===== src/rtl/sha_stream_io_pkg.sv =====
// Shared types and sizing helpers for the SHA-256 stream front-end.
// The HOLD state exists only when SHA_IO_REREAD_EN is defined.
package sha_io_pkg;

    localparam int unsigned SHA_BLOCK_W  = 512;
    localparam int unsigned SHA_DIGEST_W = 256;

    typedef enum logic [2:0] {
        FILL,
        ISSUE,
        WAIT_DIG,
`ifdef SHA_IO_REREAD_EN
        DRAIN,
        HOLD
`else
        DRAIN
`endif
    } sha_io_state_e;

    // Width of a counter that indexes total_w/bus_w chunks.
    function automatic int unsigned cnt_w(input int unsigned bus_w,
                                          input int unsigned total_w = SHA_BLOCK_W);
        int unsigned n;
        n = total_w / bus_w;
        return (n < 2) ? 1 : $clog2(n);
    endfunction

endpackage


===== src/rtl/sha_stream_io_if.sv =====
// Bus bundle between the pin wrapper / hash core and sha_stream_io.
// out_rewind is present only when SHA_IO_REREAD_EN is defined.
interface sha_stream_io_if #(
    parameter int unsigned BUS_W    = 8,
    parameter int unsigned BLOCK_W  = 512,
    parameter int unsigned DIGEST_W = 256
) ();
    logic [BUS_W-1:0]    in_data;
    logic                in_valid;
    logic                in_last;
    logic                in_ready;
    logic [BLOCK_W-1:0]  blk_data;
    logic                blk_valid;
    logic                blk_last;
    logic                blk_ready;
    logic [DIGEST_W-1:0] dig_data;
    logic                dig_valid;
    logic [BUS_W-1:0]    out_data;
    logic                out_valid;
    logic                out_read;
    logic                busy;
    logic                error;
`ifdef SHA_IO_REREAD_EN
    logic                out_rewind;
`endif

    modport slave (
`ifdef SHA_IO_REREAD_EN
        input  out_rewind,
`endif
        input  in_data, in_valid, in_last, blk_ready, dig_data, dig_valid, out_read,
        output in_ready, blk_data, blk_valid, blk_last, out_data, out_valid, busy, error
    );

    modport master (
`ifdef SHA_IO_REREAD_EN
        output out_rewind,
`endif
        output in_data, in_valid, in_last, blk_ready, dig_data, dig_valid, out_read,
        input  in_ready, blk_data, blk_valid, blk_last, out_data, out_valid, busy, error
    );
endinterface


===== src/rtl/sha_stream_io_drain.sv =====
// Digest holding register and chunked read-out, MSB chunk first.
module sha_io_drain
    import sha_io_pkg::*;
#(
    parameter int unsigned BUS_W    = 8,
    parameter int unsigned DIGEST_W = SHA_DIGEST_W
) (
    input  logic                clk,
    input  logic                rst,
    input  logic                capture_i,
    input  logic [DIGEST_W-1:0] dig_data_i,
    input  logic                rewind_i,
    input  logic                read_i,
    output logic [BUS_W-1:0]    out_data_o,
    output logic                out_valid_o,
    output logic                last_rd_o
);
    localparam int unsigned NOUT = DIGEST_W / BUS_W;
    localparam int unsigned PW   = cnt_w(BUS_W, DIGEST_W);

    logic [DIGEST_W-1:0] dig_q;
    logic [PW-1:0]       ptr_q;
    logic                vld_q;
    logic                ptr_end;

    always_comb begin
        ptr_end     = (ptr_q == PW'(NOUT - 1));
        last_rd_o   = vld_q & read_i & ptr_end & ~rewind_i;
        out_data_o  = dig_q[(NOUT - 1 - int'(ptr_q)) * BUS_W +: BUS_W];
        out_valid_o = vld_q;
    end

    // Rewind outranks a read in the same cycle.
    always_ff @(posedge clk) begin
        if (rst) begin
            dig_q <= '0;
            ptr_q <= '0;
            vld_q <= 1'b0;
        end else if (capture_i) begin
            dig_q <= dig_data_i;
            ptr_q <= '0;
            vld_q <= 1'b1;
        end else if (rewind_i) begin
            ptr_q <= '0;
            vld_q <= 1'b1;
        end else if (vld_q && read_i) begin
            if (ptr_end) begin
                ptr_q <= '0;
                vld_q <= 1'b0;
            end else begin
                ptr_q <= ptr_q + 1'b1;
            end
        end
    end
endmodule


===== src/rtl/sha_stream_io.sv =====
// Stream front-end for the SHA-256 core: block assembly, core handshake,
// digest read-out. Optional digest re-read via SHA_IO_REREAD_EN.
module sha_stream_io
    import sha_io_pkg::*;
#(
    parameter int unsigned BUS_W    = 8,
    parameter int unsigned BLOCK_W  = SHA_BLOCK_W,
    parameter int unsigned DIGEST_W = SHA_DIGEST_W
) (
    input  logic            clk,
    input  logic            rst,
    sha_stream_io_if.slave  bus
);
    localparam int unsigned NBEAT = BLOCK_W / BUS_W;
    localparam int unsigned CW    = cnt_w(BUS_W, BLOCK_W);

    if (!(BUS_W == 8 || BUS_W == 16 || BUS_W == 32)) begin : g_bad_bus_w
        $error("sha_stream_io: BUS_W must be 8, 16 or 32");
    end
    if ((BLOCK_W % BUS_W) != 0 || NBEAT < 2) begin : g_bad_block_w
        $error("sha_stream_io: BLOCK_W must be a multiple of BUS_W (at least 2 beats)");
    end
    if ((DIGEST_W % BUS_W) != 0) begin : g_bad_digest_w
        $error("sha_stream_io: DIGEST_W must be a multiple of BUS_W");
    end

    sha_io_state_e      state_q;
    logic [CW-1:0]      cnt_q;
    logic [BLOCK_W-1:0] blk_q;
    logic [BLOCK_W-1:0] blk_d;
    logic               last_q;
    logic               err_q;
    logic               in_ready_q;
    logic               blk_valid_q;
    logic               busy_q;

    logic beat_end;
    logic beat_err;
    logic accept;
    logic capture;
    logic rewind_go;
    logic last_rd;

    always_comb begin
        beat_end = (cnt_q == CW'(NBEAT - 1));
        beat_err = bus.in_last & ~beat_end;
        accept   = bus.in_valid & in_ready_q;
        blk_d    = {blk_q[BLOCK_W-BUS_W-1:0], bus.in_data};
        capture  = (state_q == WAIT_DIG) & bus.dig_valid;
`ifdef SHA_IO_REREAD_EN
        rewind_go = bus.out_rewind &
                    ((state_q == DRAIN) | ((state_q == HOLD) & ~bus.in_valid));
`else
        rewind_go = 1'b0;
`endif
    end

    // Beat acceptance is handled after the case so it overrides the
    // FILL/HOLD defaults; in_ready_q is high only in those two states.
    always_ff @(posedge clk) begin
        if (rst) begin
            state_q     <= FILL;
            cnt_q       <= '0;
            blk_q       <= '0;
            last_q      <= 1'b0;
            err_q       <= 1'b0;
            in_ready_q  <= 1'b1;
            blk_valid_q <= 1'b0;
            busy_q      <= 1'b0;
        end else begin
            if (bus.in_valid && !in_ready_q) begin
                err_q <= 1'b1;
            end

            case (state_q)
                ISSUE: begin
                    if (bus.blk_ready) begin
                        blk_valid_q <= 1'b0;
                        if (last_q) begin
                            state_q <= WAIT_DIG;
                        end else begin
                            state_q    <= FILL;
                            in_ready_q <= 1'b1;
                            busy_q     <= 1'b0;
                        end
                    end
                end
                WAIT_DIG: begin
                    if (bus.dig_valid) begin
                        state_q <= DRAIN;
                    end
                end
                DRAIN: begin
                    if (!rewind_go && last_rd) begin
                        in_ready_q <= 1'b1;
`ifdef SHA_IO_REREAD_EN
                        state_q    <= HOLD;
`else
                        state_q    <= FILL;
                        busy_q     <= 1'b0;
`endif
                    end
                end
`ifdef SHA_IO_REREAD_EN
                HOLD: begin
                    if (rewind_go) begin
                        state_q    <= DRAIN;
                        in_ready_q <= 1'b0;
                    end
                end
`endif
                default: ;
            endcase

            if (accept) begin
                state_q <= FILL;
                busy_q  <= 1'b0;
                if (beat_err) begin
                    err_q <= 1'b1;
                    cnt_q <= '0;
                    blk_q <= '0;
                end else begin
                    blk_q <= blk_d;
                    if (beat_end) begin
                        cnt_q       <= '0;
                        last_q      <= bus.in_last;
                        state_q     <= ISSUE;
                        in_ready_q  <= 1'b0;
                        blk_valid_q <= 1'b1;
                        busy_q      <= 1'b1;
                    end else begin
                        cnt_q <= cnt_q + 1'b1;
                    end
                end
            end
        end
    end

    sha_io_drain #(
        .BUS_W    (BUS_W),
        .DIGEST_W (DIGEST_W)
    ) u_drain (
        .clk         (clk),
        .rst         (rst),
        .capture_i   (capture),
        .dig_data_i  (bus.dig_data),
        .rewind_i    (rewind_go),
        .read_i      (bus.out_read),
        .out_data_o  (bus.out_data),
        .out_valid_o (bus.out_valid),
        .last_rd_o   (last_rd)
    );

    assign bus.in_ready  = in_ready_q;
    assign bus.blk_data  = blk_q;
    assign bus.blk_valid = blk_valid_q;
    assign bus.blk_last  = last_q;
    assign bus.busy      = busy_q;
    assign bus.error     = err_q;
endmodule


===== src/flat_wrapper.sv =====
// flat-port wrapper written by rule: the top's interface ports become plain ports
module sha_stream_io_flat import sha_io_pkg::*;
#(
    parameter int unsigned BUS_W    = 8,
    parameter int unsigned BLOCK_W  = SHA_BLOCK_W,
    parameter int unsigned DIGEST_W = SHA_DIGEST_W
)
  (clk, rst, bus_in_data, bus_in_valid, bus_in_last, bus_blk_ready, bus_dig_data, bus_dig_valid, bus_out_read, bus_in_ready, bus_blk_data, bus_blk_valid, bus_blk_last, bus_out_data, bus_out_valid, bus_busy, bus_error);
  sha_stream_io_if #(.BUS_W(BUS_W), .BLOCK_W(BLOCK_W), .DIGEST_W(DIGEST_W)) bus_i ();
  input  logic clk;
  input  logic rst;
  input wire logic [$bits(bus_i.in_data)-1:0] bus_in_data;
  input wire logic [$bits(bus_i.in_valid)-1:0] bus_in_valid;
  input wire logic [$bits(bus_i.in_last)-1:0] bus_in_last;
  input wire logic [$bits(bus_i.blk_ready)-1:0] bus_blk_ready;
  input wire logic [$bits(bus_i.dig_data)-1:0] bus_dig_data;
  input wire logic [$bits(bus_i.dig_valid)-1:0] bus_dig_valid;
  input wire logic [$bits(bus_i.out_read)-1:0] bus_out_read;
  output wire logic [$bits(bus_i.in_ready)-1:0] bus_in_ready;
  output wire logic [$bits(bus_i.blk_data)-1:0] bus_blk_data;
  output wire logic [$bits(bus_i.blk_valid)-1:0] bus_blk_valid;
  output wire logic [$bits(bus_i.blk_last)-1:0] bus_blk_last;
  output wire logic [$bits(bus_i.out_data)-1:0] bus_out_data;
  output wire logic [$bits(bus_i.out_valid)-1:0] bus_out_valid;
  output wire logic [$bits(bus_i.busy)-1:0] bus_busy;
  output wire logic [$bits(bus_i.error)-1:0] bus_error;
  assign bus_i.in_data = bus_in_data;
  assign bus_i.in_valid = bus_in_valid;
  assign bus_i.in_last = bus_in_last;
  assign bus_i.blk_ready = bus_blk_ready;
  assign bus_i.dig_data = bus_dig_data;
  assign bus_i.dig_valid = bus_dig_valid;
  assign bus_i.out_read = bus_out_read;
  assign bus_in_ready = bus_i.in_ready;
  assign bus_blk_data = bus_i.blk_data;
  assign bus_blk_valid = bus_i.blk_valid;
  assign bus_blk_last = bus_i.blk_last;
  assign bus_out_data = bus_i.out_data;
  assign bus_out_valid = bus_i.out_valid;
  assign bus_busy = bus_i.busy;
  assign bus_error = bus_i.error;
  sha_stream_io #(.BUS_W(BUS_W), .BLOCK_W(BLOCK_W), .DIGEST_W(DIGEST_W)) u_core (.clk(clk), .rst(rst), .bus(bus_i));
endmodule

===== config.mk =====
export PLATFORM = sky130hd
export DESIGN_NAME = sha_stream_io_flat
export DESIGN_NICKNAME = d
export VERILOG_FILES = /design/src/rtl/sha_stream_io_pkg.sv /design/src/rtl/sha_stream_io_if.sv /design/src/rtl/sha_stream_io_drain.sv /design/src/rtl/sha_stream_io.sv /design/src/flat_wrapper.sv
export SDC_FILE = /design/constraint.sdc
export NUM_CORES = 2
export LEC_CHECK = 0
export ABC_AREA = 1
export CAP_MARGIN = 0
export CORE_AREA = 2 2 307 309
export CTS_CLUSTER_SIZE = 10
export DETAILED_ROUTE_END_ITERATION = 8
export DIE_AREA = 0 0 309 311
export HOLD_SLACK_MARGIN = 0.15
export PLACE_DENSITY = 0.63
export SYNTH_ARGS = -nofsm -noshare
export SYNTH_HDL_FRONTEND = slang
export SYNTH_SLANG_ARGS = --single-unit
export TNS_END_PERCENT = 30

===== constraint.sdc =====
create_clock -name clk -period 4.48 [get_ports clk]
set_input_delay 0.672 -clock clk [delete_from_list [all_inputs] [get_ports clk]]
set_output_delay 0.672 -clock clk [all_outputs]
set_load 0.005 [all_outputs]

# Word-level counts from Yosys, hierarchy flattened

Cells that the tools add are included.

Flip-flop bits (word level): 788
Bits of input ports: 271
Output and inout port bits: 526

$add $sub $neg: 3
Eq/ne operators: 9
Shift operators: 1
Multiplexer cells: 37
Bitwise gates (word level): 7
Reductions and logical operators: 12

Operator list:

| kind                                                   | count |
|---|---|
| two-way mux 512 bit                                    | 1 |
| variable part select 256 x 33 -> 8 bit                 | 1 |
| two-way mux 1 bit                                      | 24 |
| two-way mux 3 bit                                      | 5 |
| two-way mux 6 bit                                      | 2 |
| case mux 3 bit (3 select lines)                        | 1 |
| AND reduction 4 bit                                    | 2 |
| adder 6 x 1 -> 6 bit (second input constant)           | 1 |
| == test 3 x 2 -> 1 bit (second input constant)         | 2 |
| == test 6 bit (second input constant)                  | 1 |
| inequality test 3 x 2 -> 1 bit (second input constant) | 2 |
| subtractor 5 x 5 -> 6 bit (first input constant)       | 1 |
| adder 5 x 1 -> 5 bit (second input constant)           | 1 |
| bitwise AND 1 bit                                      | 5 |
| == test 5 bit (second input constant)                  | 1 |
| two-way mux 5 bit                                      | 1 |
| case mux 1 bit (2 select lines)                        | 2 |
| nonzero test 2 bit                                     | 2 |
| nonzero test 4 bit                                     | 1 |
| == test 3 x 1 -> 1 bit (second input constant)         | 1 |
| inequality test 3 x 1 -> 1 bit (second input constant) | 1 |
| inequality test 3 bit (second input constant)          | 1 |
| AND reduction 3 bit                                    | 1 |
| nonzero test 3 bit                                     | 1 |
| other kinds (6)                                        | 8 |

# Logic depth before layout (Yosys ltp)

Word-level depth: 7
Gate-level depth with buffers: 11
Gate-level depth less buffers: 11

# By module

From an unflattened synthesis, not the netlist that was laid out.

Cell total of the unflattened synthesis: 3816
Area, all modules: 30458.0 sq um

By module, submodules not included:

| module        | times used | cells an instance | area each (sq um) | sequential area each (sq um) |
|---|---|---|---|---|
| sha_stream_io | 1          | 2064              | 18551.5           | 10510.1 |
| sha_io_drain  | 1          | 1752              | 11906.4           | 5245.0 |

# Least setup slack after synthesis

Ideal clock, no wire load.

Path kind: register to output
Start: register u_core.u_drain.ptr_q[0]
End: output port bus_out_data[1]
Arrival: 1.442 ns
Path slack: 2.366 ns
Cell stages (with the launch flop): 12
Cell sequence: dfxtp_1 -> buf_2 -> clkbuf_1 -> clkbuf_1 -> nand2_1 -> nand3_1 -> nand3_1 -> nand2_1 -> nor2_1 -> nand2_1 -> nand2_1 -> inv_1

Cells in the longest elaborated chain, start to end: 2

Ends and longest elaborated chain:

| what                                   | RTL line                  | RTL |
|---|---|---|
| start, declared                        | sha_stream_io_drain.sv:22 | `logic [PW-1:0] ptr_q;` |
| start signal, assigned                 | sha_stream_io_drain.sv:51 | `ptr_q <= ptr_q + 1'b1;` |
| subtractor 5 x 5 -> 6 bit              | sha_stream_io_drain.sv:29 | `out_data_o = dig_q[(NOUT - 1 - int'(ptr_q)) * BUS_W +: BUS_W];` |
| variable part select 256 x 33 -> 8 bit | sha_stream_io_drain.sv:29 |  |
| end, declared                          | flat_wrapper.sv:23        | `output wire logic [$bits(bus_i.out_data)-1:0] bus_out_data;` |

No other way between the ends.

# Final worst setup path

Start: register u_core.u_drain.ptr_q[2]
End: output port bus_out_data[3]

The elaborated chain is that of the path after synthesis.

==> qor.yml <==
detailed_routing:
  drt_pre_antenna_iters: 6
  vias_per_cell: 4.832
  drt_total_wl_um: 115200
  drc: 0
  via_count: 28885
  routed_wire_length_per_instance_um: 19.27
  detail-route-antenna-nets: 0
  drt_iter0_drc: 2643
grt:
  grt.total_usage: 0.2291
  total_congestion_overflow_after_global_routing: 0
  grt_max_degree: 198
  grt_pass1_vias: 26977
  antenna_found_initial: 5
  grt_pass1_wl_um: 170200
critical_path:
  critPathLaunchType: "register"
  critPathBufInv: 3
  data_arrival_time_at_the_worst_slack_endpoint_ns: 3.47
  path_cells: "clkinv_1, nand2_1, a21oi_1, nor2_1, nand2_1, nand2_1, inv_1, clkdlybuf4s50_1"
  end_kind: "output pin"
  timing.setup.critical_path_class: "register to output pin"
  cp_common_cell: "sky130_fd_sc_hd__nand2_1"
  critical_path.top_delay_family: "simple AND/OR/NAND/NOR gates"
  critical_path.max_fanout: 20
  critPathSlowestCell: "sky130_fd_sc_hd__dfxtp_1"
  worst-endpoint-required_ns: 3.81
  critPathMaxStageDelay_ns: 0.86
power:
  p_leak_nw: 14.06
  power.share.combinational: 0.044
  share_clk_of_total_power: 0.470
  power_per_unit_of_standard_cell_area_nw_per_um2: 351.2
  power_report.internal_total_mw: 11.12
  power_frac_seq: 0.486
  switchingPower_mw: 3.313
  power.ir.vdd_worst_v: 0.0002591
  power_switching_share: 0.2296
  total_power_mw: 14.43
clock_tree:
  root_buffer: "sky130_fd_sc_hd__clkbuf_16"
  clk_transition_reported_paths_ns: 0.06
  tritoncts.num_buffers: 92
  cts-resized-gates: 0
  numClockSinks: 787
  cts.hold.buffers_added: 0
  clk_path_buf_depth: 3
  clock_tree.htree_level_count: 3
  tritoncts: "done"
  worstSkewPairLatency_ns: 0.68
  number_of_buffers_inserted_to_repair_setup_after_cts: 0
yosys:
  yosys_top_cell_area_share: 0.5266
  netlist_area_sq_um: 29920
  synth_top_cell_by_area: "sky130_fd_sc_hd__dfxtp_1"
  synth_top_cells_by_area: "sky130_fd_sc_hd__dfxtp_1 53%, sky130_fd_sc_hd__nand2_1 17%, sky130_fd_sc_hd__a21oi_1 12%"
  postSynthAreaPerCell_sq_um: 7.350
  post_synth_inst_count: 4070
  synth-async-reset-ratio: 0
  syn_nets: 4344
  synth_cell_types: 29
  ys_seq_area_frac: 0.5266
  synth_enable_flop_cells: 0
  postSynth.topFlopCell: "sky130_fd_sc_hd__dfxtp_1"
  ys_ff_latch: 787
  synth-warning-count: 0
sta:
  worst_pin_slew_ns: 1.119
  drv_slew: 0
  post-route-min-period_ns: 4.146
  grt_setup_unrepaired: "false"
  final.setup_skew_ns: 0.02515
  finalSetupViolations: 0
  final.setup.worst_slack_ns: 0.3342
  hold-worst-slack_ns: 0.4256
  setup_tns_ns: 0
  min_period_over_period: 0.9254
  max_clock_freq_mhz: 241.2
  timing.max_slew.rel_slack: 0.2539
  report.final.hold_viol_count: 0
layout:
  final_common_cell: "sky130_fd_sc_hd__nand2_1"
  synthToLayoutAreaGrowth_pct: 37.32
  post-route-cell-area_sq_um: 41080
  final_net_count: 4967
  finish.cell_count_without_fillers: 5978
  most_used_cells_in_the_layout_excluding_fill_and_tap_cells: "1345 x sky130_fd_sc_hd__nand2_1, 795 x sky130_fd_sc_hd__clkdlybuf4s50_1, 785 x sky130_fd_sc_hd__dfxtp_1, 694 x sky130_fd_sc_hd__a21oi_1, 304 x sky130_fd_sc_hd__nor2_1"
  final_core_utilization: 0.4428
  fillCellCount: 9384
  share_of_layout_cells_above_drive_strength_1: 0.03409
placed_design:
  dpl_worst_slack_ns: 1.073
  placed_cells: 5853
  dp_hpwl_um: 80230
  number_of_port_buffers: 796
  placed_area_sq_um: 38480
  globalplace.congestion: 0.8691
die:
  die_area_sq_um: 96100
  rows: 112
  io_pins: 797
  die-width_um: 309
  fp.coreArea_sq_um: 92770
  die_height_um: 311
  initial_utilization: 0.3225
min_path:
  worstHoldPathType: "primary input to register"
flow_run:
  max_cap_violations: 0
run_status:
  outcome: "finished clean"
-- worst register-to-register path: cells and delay by family, from the launching register on --
kind                       cells  cell delay, ns
buffers and inverters          2            0.66
and+or+nand+nor                7            0.77
AOI/OAI and AO/OA              1            0.10
adders and majority gates      2            0.43
DFF                            1            0.53
-- final timing paths --
path	start	endpoint	slack, ns	depth (start not counted)
worst max-delay path	u_core.u_drain.ptr_q[2]	bus_out_data[3]	0.33	8
worst min-delay path	rst	u_core.bus.blk_data[331]	0.43	2
worst max register to register	u_core.u_drain.ptr_q[0]	u_core.state_q[1]	1.88	12
worst min register to register	u_core.u_drain.dig_q[114]	u_core.u_drain.dig_q[114]	0.45	2
-- Yosys cell counts, types with 2 or more instances --
library cell               instances
sky130_fd_sc_hd__nand3b_1          2
sky130_fd_sc_hd__clkinv_1          3
sky130_fd_sc_hd__ha_1              3
sky130_fd_sc_hd__o21ai_0         264
sky130_fd_sc_hd__nand3_1         159
sky130_fd_sc_hd__o211ai_1          8
sky130_fd_sc_hd__inv_1           175
sky130_fd_sc_hd__buf_2            41
sky130_fd_sc_hd__buf_6            30
sky130_fd_sc_hd__nand2_1        1346
sky130_fd_sc_hd__a21oi_1         694
sky130_fd_sc_hd__buf_1             7
sky130_fd_sc_hd__inv_2             3
sky130_fd_sc_hd__nand4_1           5
sky130_fd_sc_hd__buf_12            2
sky130_fd_sc_hd__dfxtp_1         787
sky130_fd_sc_hd__nor2_1          304
sky130_fd_sc_hd__nor3_1            3
sky130_fd_sc_hd__clkbuf_1        224
-- logic make-up (layout without fill, tap and decap cells) --
logic type      Yosys count  count (layout)  share of synthesized area
fa+ha+maj                 3               3                   0.001255
other cells               0               1                          0
xor+xnor                  1               1                  0.0002928
simple gates           1823            1823                     0.2368
compound gates          969             969                     0.1631
flops                   787             787                     0.5266
buf+inv                 487            1140                    0.07194
-- flip-flops by register name, indices dropped and copies added (netlist names), 2 cells and up --
name	cells
u_core.bus.blk_data	512
u_core.u_drain.dig_q	256
u_core.cnt_q	6
u_core.u_drain.ptr_q	5
u_core.state_q	2
-- cell type report --
type	count	area, sq um	share of cell area
flip-flops and latches	787	15760	0.3836
well taps	1254	1569	0.03819
multi-input cells	2796	12030	0.2928
repair buffers	835	8428	0.2052
inverters	181	691.9	0.01684
diodes	1	2.502	0.00006091
clock inverters	10	132.6	0.003228
clock buffers	114	2467	0.06006
-- power groups by stage --
stage / clock network (mW) / registers (mW) / logic [mW]
2_1_floorplan: 0 / 7.16 / 0.292
6_report: 6.78 / 7.01 / 0.635
4_1_cts: 6.93 / 7.01 / 0.633
3_5_place_dp: 0 / 7.16 / 0.627
3_3_place_gp: 0 / 7.16 / 0.635
5_1_grt: 7.20 / 7.01 / 0.675
-- routing by layer --
layer,vias up,wire [um],GRT usage
met5,-,30,0
met4,4,3880,0.08572
met3,193,9717,0.06627
met2,1020,54160,0.3793
met1,13423,47390,0.2802
li1,14245,-,-
Power figures use the tool's default switching activity.
